File: config.mk
export PLATFORM = sky130hd
export DESIGN_NAME = conv_window_gen
export DESIGN_NICKNAME = d
export VERILOG_FILES = /design/src/rtl/conv_pkg.sv /design/src/rtl/line_delay.sv /design/src/rtl/conv_window_gen.sv
export SDC_FILE = /design/constraint.sdc
export NUM_CORES = 1
export LEC_CHECK = 0
export ABC_AREA = 1
export CORE_ASPECT_RATIO = 0.75
export CORE_MARGIN = 2
export CORE_UTILIZATION = 55
export CTS_CLUSTER_DIAMETER = 60
export CTS_CLUSTER_SIZE = 14
export DETAILED_ROUTE_END_ITERATION = 6
export GPL_TIMING_DRIVEN = 0
export PLACE_DENSITY = 0.76
export SLEW_MARGIN = 20
export SYNTH_ARGS = -nofsm -noshare
export SYNTH_HDL_FRONTEND = slang
export SYNTH_SLANG_ARGS = --single-unit
File: constraint.sdc
create_clock -name clk -period 1.9 [get_ports clk]
set_input_delay 0.285 -clock clk [delete_from_list [all_inputs] [get_ports clk]]
set_output_delay 0.285 -clock clk [all_outputs]
set_load 0.005 [all_outputs]
File: src/rtl/conv_pkg.sv
// Shared defaults for the conv datapath: pixel width, frame geometry, and counter widths.
// conv_unit and the downstream stages also import this package.
package conv_pkg;

  localparam int DEF_WIDTH = 9;
  localparam int DEF_IMG_W = 28;
  localparam int DEF_IMG_H = 28;
  localparam int DEF_COL_W = $clog2(DEF_IMG_W);
  localparam int DEF_ROW_W = $clog2(DEF_IMG_H);

endpackage

File: src/rtl/line_delay.sv
// Delays din by DEPTH enabled beats using a circular RAM with one read/write pointer.
// The pointer advances only on enabled beats, so idle cycles leave the delay frozen.
module line_delay #(
  parameter int WIDTH = 9,
  parameter int DEPTH = 28
) (
  input  logic             clk,
  input  logic             rst_n,
  input  logic             en,
  input  logic [WIDTH-1:0] din,
  output logic [WIDTH-1:0] dout
);

  localparam int PTR_W = (DEPTH > 1) ? $clog2(DEPTH) : 1;
  localparam logic [PTR_W-1:0] PTR_LAST = PTR_W'(DEPTH - 1);

  logic [WIDTH-1:0] mem [DEPTH];
  logic [PTR_W-1:0] ptr;

  // Read before write at the same slot: the entry being overwritten is the one DEPTH beats old.
  assign dout = mem[ptr];

  always_ff @(posedge clk) begin
    if (rst_n) begin
      ptr <= '0;
    end else if (en) begin
      ptr <= (ptr == PTR_LAST) ? '0 : ptr + 1'b1;
    end
  end

  always_ff @(posedge clk) begin
    if (en) begin
      mem[ptr] <= din;
    end
  end

endmodule

File: src/rtl/conv_window_gen.sv
// Builds 3x3 windows from a raster pixel stream; each window appears one cycle after its last pixel.
// There is no backpressure: every in_valid beat is consumed, and windows that would need padding are suppressed.
module conv_window_gen
  import conv_pkg::*;
#(
  parameter int WIDTH = DEF_WIDTH,
  parameter int IMG_W = DEF_IMG_W,
  parameter int IMG_H = DEF_IMG_H
) (
  input  logic             clk,
  input  logic             rst_n,
  input  logic             in_valid,
  input  logic [WIDTH-1:0] in_data,
  output logic             out_valid,
  output logic [WIDTH-1:0] w00,
  output logic [WIDTH-1:0] w01,
  output logic [WIDTH-1:0] w02,
  output logic [WIDTH-1:0] w10,
  output logic [WIDTH-1:0] w11,
  output logic [WIDTH-1:0] w12,
  output logic [WIDTH-1:0] w20,
  output logic [WIDTH-1:0] w21,
  output logic [WIDTH-1:0] w22,
  output logic             frame_done
);

  localparam int COL_W = $clog2(IMG_W);
  localparam int ROW_W = $clog2(IMG_H);
  localparam logic [COL_W-1:0] COL_LAST = COL_W'(IMG_W - 1);
  localparam logic [ROW_W-1:0] ROW_LAST = ROW_W'(IMG_H - 1);
  localparam logic [COL_W-1:0] COL_TWO  = COL_W'(2);
  localparam logic [ROW_W-1:0] ROW_TWO  = ROW_W'(2);

  logic [COL_W-1:0] col;
  logic [ROW_W-1:0] row;
  logic [WIDTH-1:0] ld0_out;
  logic [WIDTH-1:0] ld1_out;
  logic             shift_en;

  // A pixel that arrives in the same cycle as reset is dropped, so the line delays must not see it.
  assign shift_en = in_valid && !rst_n;

  line_delay #(.WIDTH(WIDTH), .DEPTH(IMG_W)) u_ld0 (
    .clk   (clk),
    .rst_n (rst_n),
    .en    (shift_en),
    .din   (in_data),
    .dout  (ld0_out)
  );

  line_delay #(.WIDTH(WIDTH), .DEPTH(IMG_W)) u_ld1 (
    .clk   (clk),
    .rst_n (rst_n),
    .en    (shift_en),
    .din   (ld0_out),
    .dout  (ld1_out)
  );

  always_ff @(posedge clk) begin
    if (rst_n) begin
      col        <= '0;
      row        <= '0;
      out_valid  <= 1'b0;
      frame_done <= 1'b0;
      {w00, w01, w02, w10, w11, w12, w20, w21, w22} <= '0;
    end else if (in_valid) begin
      {w00, w01} <= {w01, w02};
      {w10, w11} <= {w11, w12};
      {w20, w21} <= {w21, w22};
      w02        <= ld1_out;
      w12        <= ld0_out;
      w22        <= in_data;
      // Counters still hold this pixel's position here; they advance below.
      out_valid  <= (row >= ROW_TWO) && (col >= COL_TWO);
      frame_done <= (row == ROW_LAST) && (col == COL_LAST);
      if (col == COL_LAST) begin
        col <= '0;
        row <= (row == ROW_LAST) ? '0 : row + 1'b1;
      end else begin
        col <= col + 1'b1;
      end
    end else begin
      out_valid  <= 1'b0;
      frame_done <= 1'b0;
    end
  end

endmodule

**Word-level counts from Yosys, hierarchy flattened**

Memory sizes are Yosys's and may differ from the RTL's. A register that Yosys moved wholly into a read port is not among the register bits.
Cells that the tools add are included.

- $add $sub $neg: 4
- $mul: 0
- Div/mod/pow operators: 0
- Order comparisons: 2
- Equal/unequal tests: 4
- Shift operators: 0
- Mux-type cells: 8
- Bitwise gates (word level): 1
- Reductions and logical operators: 6

Operators with widths:

| operator | number |
|---|---|
| $mux W5 | 6 |
| $add A5 B1 Y5 const B | 4 |
| $eq A5 B5 Y1 const B | 4 |
| $ge A5 B2 Y1 const B | 2 |
| $logic_and A1 B1 Y1 | 3 |
| $mux W1 | 2 |
| $reduce_and A2 Y1 | 1 |
| $reduce_or A2 Y1 | 1 |
| $logic_not A1 Y1 | 1 |
| $not A1 Y1 | 1 |

- Flip-flop bits (word level): 94
- Latch bits: 0
- Bits in writable memories: 504
- Memory bits (read-only): 0
- Input bits: 12
- Output and inout bits: 83
- Word-level logic and storage cells: 41
- Memories: 2

Memories:

| memory | words | width | rd ports | clocked after memory_dff | write ports | RTL line | text |
|---|---|---|---|---|---|---|---|
| u_ld0.mem | 28 | 9 | 1 | 1 | 1 | line_delay.sv:17 | `logic [WIDTH-1:0] mem [DEPTH];` |
| u_ld1.mem | 28 | 9 | 1 | 1 | 1 | line_delay.sv:17 |  |

**Logic depth before layout (Yosys ltp)**

Gate-level depths: netlist of the first run.

- Depth after elaboration: 4
- Mapped depth: 12
- Mapped depth without buffers: 11

**By module**

Synthesis of the first run repeated with hierarchy kept, for this count alone.

- Cells, all modules: 2502
- Area total of the unflattened synthesis: 25682.1 um^2

By module, submodules not included:

| module | instances | cells an instance | area each (um^2) | seq. area each (um^2) |
|---|---|---|---|---|
| line_delay (u_ld1) | 1 | 1033 | 11074.4 | 7767.4 |
| line_delay (u_ld0) | 1 | 1030 | 11046.8 | 7767.4 |
| conv_window_gen | 1 | 439 | 3560.9 | 1861.8 |

**Worst setup path before layout of the first run**

No wires, ideal clock.

- Kind: register to register
- Start point: register u_ld1.ptr[1]
- End point: memory u_ld1.mem[0][0], enable pin
- Arrival: 1495 ps
- Required time: 1526 ps
- Setup slack: 31 ps
- Stages on the path, launching flop included: 6
- Path buffers: 1
- Clock period less this slack: 1869 ps
- Cells stage by stage: dfxtp_1 clkinv_1 clkbuf_1 ha_1 nand2_1 nor2_1

RTL lines:

| element | RTL line | text |
|---|---|---|
| from (decl) | line_delay.sv:18 | `logic [PTR_W-1:0] ptr;` |
| from (signal assigned) | line_delay.sv:27 | `ptr <= (ptr == PTR_LAST) ? '0 : ptr + 1'b1;` |
| to (decl) | line_delay.sv:17 |  |

No word-level cell before the write port.

==> results.sh, run 1 <==
export IMPL_tightest_slew_ns=0.7524
export IMPL_ir_drop_mv=0.6269
export IMPL_arrival_ns=2.50
export IMPL_grt_overflow=0
export IMPL_clkPwrFrac_pct=33.8
export IMPL_intPower_uw=20590
export IMPL_routedWlPerCell_um=24.23
export IMPL_gr_usage_met3_pct=13.51
export IMPL_die_width_um=250.8
export IMPL_slew_viol_final=0
export IMPL_synth_edff_count=504
export IMPL_cp_max_fo=14
export IMPL_p_sw_uw=6970
export IMPL_start_util_pct=56.01
export IMPL_hold_path_class="in2reg"
export IMPL_critPathLaunchType="flip-flop"
export IMPL_yosysSeqAreaShare_pct=68.85
export IMPL_synth_top_cells_by_area="edfxtp_1, nand2_1, dfxtp_1"
export IMPL_hpwl_um=49970
export IMPL_routed_via_density=6.018
export IMPL_ys_flop_type="edfxtp_1"
export IMPL_finalInstanceArea_sq_mm=0.03043
export IMPL_finalHoldViolations=0
export IMPL_final_nets=2683
export IMPL_coreArea_sq_mm=0.04485
export IMPL_synth_nets=2458
export IMPL_gp_congestion=0.9556
export IMPL_end_kind="flip-flop"
export IMPL_grt_max_degree=30
export IMPL_p_leak_uw=0.01183
export IMPL_yosys_warnings=0
export IMPL_clock_sinks=612
export IMPL_dpl_cell_area_sq_mm=0.02675
export IMPL_post_synth_top_count_cell="nand2_1"
export IMPL_diodes=0
export IMPL_cts_clk_slew_worst_paths_ns=0.07
export IMPL_synth_top_area_cell="edfxtp_1"
export IMPL_wl_um=79050
export IMPL_required_ns=2.23
export IMPL_min_period_ns=2.164
export IMPL_critPathKind="reg2reg"
export IMPL_synth_area_per_cell_sq_um=10.33
export IMPL_drv_cap=0
export IMPL_dieArea_sq_mm=0.04742
export IMPL_violations="DRC, setup timing"
export IMPL_areaGrowthSynthToFinish_pct=21.12
export IMPL_cts_path_max_buffers=3
export IMPL_max_freq_ghz=0.4621
export IMPL_synth_top_area_share_pct=60.25
export IMPL_met2_usage_pct=46.14
export IMPL_synth_seq_cells=612
export IMPL_holdWs_ns=0.1612
export IMPL_synth_common_cells="nand2_1, edfxtp_1, nor2_1"
export IMPL_track_usage_pct=33.26
export IMPL_min_period_over_period_pct=113.9
export IMPL_finClkSkew_ns=0.04244
export IMPL_final_layout_size_suffix_gt1_share_pct=15.02
export IMPL_cts_tree="done"
export IMPL_setup_slack_ns=-0.2640
export IMPL_top_usage_layer="met1"
export IMPL_setup_violations_final=396
export IMPL_grt_use_met1_pct=48.20
export IMPL_cts_root_buf="clkbuf_16"
export IMPL_rsz0062_at_grt="yes"
export IMPL_vias=19630
export IMPL_drtPass1Iterations=7
export IMPL_clk_latency_ns=0.62
export IMPL_pre_cts_ws_ns=-1.250
export IMPL_rows=67
export IMPL_drc=1
export IMPL_p_comb_share_pct=11.9
export IMPL_cts_buffers=49
export IMPL_outcome="finished, violations left"
export IMPL_grt_pass1_wl_um=115000
export IMPL_switching_share_pct=25.29
export IMPL_netlist_area_sq_mm=0.02512
export IMPL_finalSetupTns_ns=-39.81
export IMPL_synthCells=2432
export IMPL_power_density_mw_per_mm2=905.9
export IMPL_io_buffer_count=93
export IMPL_slew_headroom_pct=49.84
export IMPL_hold_buffers=0
export IMPL_drt_iter0_markers=2830
export IMPL_min_from="rst_n"
export IMPL_io_pins=95
export IMPL_ant_nets=0
export IMPL_synthArstFlopShare_pct=0
export IMPL_die_y_um=189.1
export IMPL_htreeDepth=2
export IMPL_antenna_found_initial=1
export IMPL_synth_cell_types=32
export IMPL_grt_pass1_vias=18310
export IMPL_p_seq_share_pct=54.4
==> worst paths after layout <==
check	endpoint	slack, ns	cells after the start
hold / removal	w12[3]	0.16	4
hold reg to reg	w11[7]	0.48	2
setup / recovery	u_ld1.mem[2][5]	-0.26	9
setup reg to reg	u_ld1.mem[2][5]	-0.26	9
==> metal layers <==
| layer | vias to the layer above | wire length (um) |
|---|---|---|
| li1 | 8547 | - |
| met1 | 9330 | 30960 |
| met2 | 1565 | 32080 |
| met3 | 188 | 13690 |
| met4 | 0 | 2324 |
| met5 | - | 0 |
==> flip-flops by register name, summed over array words and instances (netlist names), named ones only <==
name        cells
w22             9
w02             9
col             5
w01             9
u_ld1.ptr       5
w20             9
u_ld0.ptr       5
out_valid       1
row             5
w12             9
w21             9
u_ld0.mem     252
w11             9
w10             9
w00             9
u_ld1.mem     252
frame_done      1
==> metrics by stage <==
stage | util, % | power (uW) | instances
6_report | 67.84 | 27560 | 3262
5_1_grt | 67.84 | 28180 | 3262
4_1_cts | 67.50 | 27330 | 3262
3_5_place_dp | 59.63 | 17730 | 3111
3_3_place_gp | 59.72 | 17680 | 3111
2_1_floorplan | - | 16510 | 2432
==> what timing repair did <==
item | CTS | global route
buffers inserted | 70 | 0
endpoints found under the setup margin | 780 | 617
pin swaps | 57 | 14
gates cloned | 14 | 0
gates resized for setup | 359 | 47
==> power groups by stage <==
stage,logic (uW),clock network [uW],registers (uW)
final,3280,9310,15000
after global routing,3430,9770,15000
after CTS,3090,9260,15000
after detailed placement,2450,0,15300
after global placement,2400,0,15300
after floorplan,1280,0,15200
==> area by class of cell <==
cell class                 count  area (sq um)
fill                        3149         14420
clock inverter                 4         26.28
inverter                     216         844.6
buffer                       129         933.4
sequential                   612         17310
timing repair buffer         164          1842
multi-input combinational   1481          7418
timing repair inverter         4         30.03
tap                          586         733.2
clock buffer                  66          1290
==> logic make-up after synthesis <==
family	synth area share, %
compound gates	4.184
buf+inv	5.688
fa+ha+maj	0.6973
flops	68.85
simple gates	20.41
xor+xnor	0.1743
==> layout by cell type (no fill, tap or decap), types with 16 or more instances in the layout <==
| cell type | instances |
|---|---|
| clkdlybuf4s50_1 | 79 |
| inv_1 | 201 |
| nand2_1 | 588 |
| buf_4 | 60 |
| dfxtp_1 | 104 |
| buf_12 | 34 |
| nand2_2 | 18 |
| nor2_4 | 57 |
| nand3_1 | 262 |
| buf_6 | 28 |
| nor2_1 | 253 |
| nand3_2 | 16 |
| o21ai_0 | 135 |
| nand2_4 | 17 |
| edfxtp_1 | 504 |
| clkbuf_1 | 44 |
| clkbuf_16 | 50 |
| buf_2 | 30 |
| a21oi_1 | 32 |
==> worst max-delay path, cell delays in order (launching register included) <==
cell and delay, ns:
dfxtp_4 0.39, buf_8 0.15, buf_6 0.13, nand2_4 0.05
nand2_2 0.04, o211ai_1 0.43, nand3_1 0.21, nand2_4 0.19
clkinvlp_4 0.11, buf_6 0.16
Power figures use the tool's default switching activity.
==> run 2, diff against run 1 <==
GPL_TIMING_DRIVEN = 1   (was 0)
MAX_ROUTING_LAYER = met4   (was not set)
==> run 2 against run 1 <==
  * The run ends with setup timing left
  * Critical path type unchanged
  * Cell area down 2.0%
  * First-iteration DRC count rose by 11%
  * Largest power group unchanged
  * Routed wire length is 12% lower
==> results.sh, run 2 (same netlist as run 1, synthesis figures left out) <==
export IMPL_finClkSkew_ns=0.01803
export IMPL_track_usage_pct=29.93
export IMPL_end_kind="flip-flop"
export IMPL_final_layout_size_suffix_gt1_share_pct=11.12
export IMPL_clock_sinks=612
export IMPL_drtPass1Iterations=6
export IMPL_htreeDepth=2
export IMPL_grt_overflow=0
export IMPL_grt_max_degree=72
export IMPL_critPathKind="reg2reg"
export IMPL_ant_nets=0
export IMPL_dieArea_sq_mm=0.04742
export IMPL_p_leak_uw=0.01182
export IMPL_layout_common_cells="nand2_1, edfxtp_1, nor2_1"
export IMPL_gp_congestion=0.9656
export IMPL_crit_chain="inv_8 -> bufbuf_16 -> nand2_1 -> nand3_1 -> nand2_1 -> nand2_1 -> nand3_1 -> nand3_2 -> nand2_2 -> inv_1 -> buf_12"
export IMPL_required_ns=2.22
export IMPL_antenna_found_initial=0
export IMPL_areaGrowthSynthToFinish_pct=18.65
export IMPL_drv_cap=0
export IMPL_cts_path_max_buffers=3
export IMPL_arrival_ns=2.35
export IMPL_routedWlPerCell_um=21.38
export IMPL_cts_tree="done"
export IMPL_cts_root_buf="clkbuf_16"
export IMPL_final_nets=2648
export IMPL_coreArea_sq_mm=0.04485
export IMPL_die_y_um=189.1
export IMPL_die_width_um=250.8
export IMPL_cp_top_family="simple AND/OR/NAND/NOR gates"
export IMPL_rsz0062_at_grt="yes"
export IMPL_drc=0
export IMPL_cpMaxStageDelayCell="dfxtp_4"
export IMPL_min_period_over_period_pct=106.8
export IMPL_drt_iter0_markers=3153
export IMPL_finalPower_uw=27510
export IMPL_setup_slack_ns=-0.1292
export IMPL_grt_pass1_vias=17870
export IMPL_outcome="finished, violations left"
export IMPL_critPathLaunchType="flip-flop"
export IMPL_finalSetupTns_ns=-18.43
export IMPL_hold_path_class="in2reg"
export IMPL_cts_buffers=49
export IMPL_tightest_slew_ns=0.7908
export IMPL_vias=19030
export IMPL_power_density_mw_per_mm2=922.8
export IMPL_routed_via_density=5.875
export IMPL_cp_slowest_stage_delay_ns=0.45
export IMPL_cp_max_fo=28
export IMPL_io_buffer_count=94
export IMPL_io_pins=95
export IMPL_worstPathBufferInverterCount=4
export IMPL_rows=67
export IMPL_grt_pass1_wl_um=104900
export IMPL_setup_violations_final=255
export IMPL_clk_latency_ns=0.60
export IMPL_crit_top_cell="nand2_1"
export IMPL_hpwl_um=42120
export IMPL_slew_headroom_pct=47.28
export IMPL_largest_registers="u_ld0.mem (252), u_ld1.mem (252)"
export IMPL_start_util_pct=56.01
export IMPL_wl_um=69250
export IMPL_final_common_cell="nand2_1"
export IMPL_pre_cts_ws_ns=-0.1188
export IMPL_cts_clk_slew_worst_paths_ns=0.07
export IMPL_ir_drop_mv=0.6074
export IMPL_slew_viol_final=0
export IMPL_max_freq_ghz=0.4928
export IMPL_diodes=0
export IMPL_final_fill_count=3015
export IMPL_finalHoldViolations=0
export IMPL_violations="setup timing"
export IMPL_min_period_ns=2.029
[run 2: changes by cell type in the layout (fill, tap and decap cells not counted), moves of 16 or more]
cell	before	now
buf_4	60	124
nor2_1	253	312
nor2_4	57	1
buf_2	30	0
buf_6	28	4
nand2_1	588	611
clkbuf_1	44	28
nand2_4	17	1
[run 2: worst min-delay path, cell delays in order]
cell and delay, ns:
buf_4 0.13, buf_12 0.21, a21oi_1 0.15
[run 2: report_power, final]
part / leakage (uW) / switching (uW) / total (uW) / internal (uW)
clock network: 0.000677 / 4510 / 9510 / 5000
registers: 0.00543 / 146 / 15000 / 14800
logic: 0.00572 / 1880 / 3020 / 1140
total: 0.0118 / 6540 / 27500 / 21000
[run 2: path summary, 6_finish.rpt]
path,from,endpoint,slack [ns],depth (start not counted)
worst max-delay path,flip-flop,u_ld1.mem[16][6],-0.13,11
worst min register to register,w12[8],w11[8],0.48,2
worst max register to register,flip-flop,u_ld1.mem[16][6],-0.13,11
worst min-delay path,in_valid,w11[8],0.22,3
[run 2: final cells by class]
type                    count  area, sq um  share of cell area (%)
flip-flops and latches    612        17310                   58.08
multi-input cells        1473         6568                   22.03
repair buffers            270         2958                   9.923
clock buffers              81         1400                   4.697
inverters                 216        828.3                   2.779
well taps                 586        733.2                   2.460
clock inverters             1        8.758                 0.02938
[run 2: routing by layer]
| layer | GRT usage (%) | wire length [um] | vias to the layer above | part of all wire (%) |
|---|---|---|---|---|
| li1 | - | - | 8460 | - |
| met1 | 43.72 | 27860 | 8983 | 40 |
| met2 | 41.98 | 29810 | 1444 | 43 |
| met3 | 7.382 | 10010 | 142 | 14 |
| met4 | 8.061 | 1572 | 0 | 2.3 |
| met5 | - | 0 | - | 0 |
[run 2: timing repair]
action	4_1_cts	5_1_grt
cloned	6	4
setup endpoints to repair	385	395
endpoints found under the hold margin	0	0
gates resized for setup	41	31
hold buffers	0	0
setup buffers	2	2
pin swaps	1	6
[run 2: metrics by stage]
stage	cell area (sq um)	std cells	utilization [%]	hold slack [ns]
final	29810	3239	66.46	0.2212
after global routing	29810	3239	66.46	0.2491
after CTS	29590	3233	65.97	0.2043
after detailed placement	27850	3143	62.10	0.4761
after global placement	27850	3143	62.10	0.4588
after floorplan	25120	2432	-	0.3839
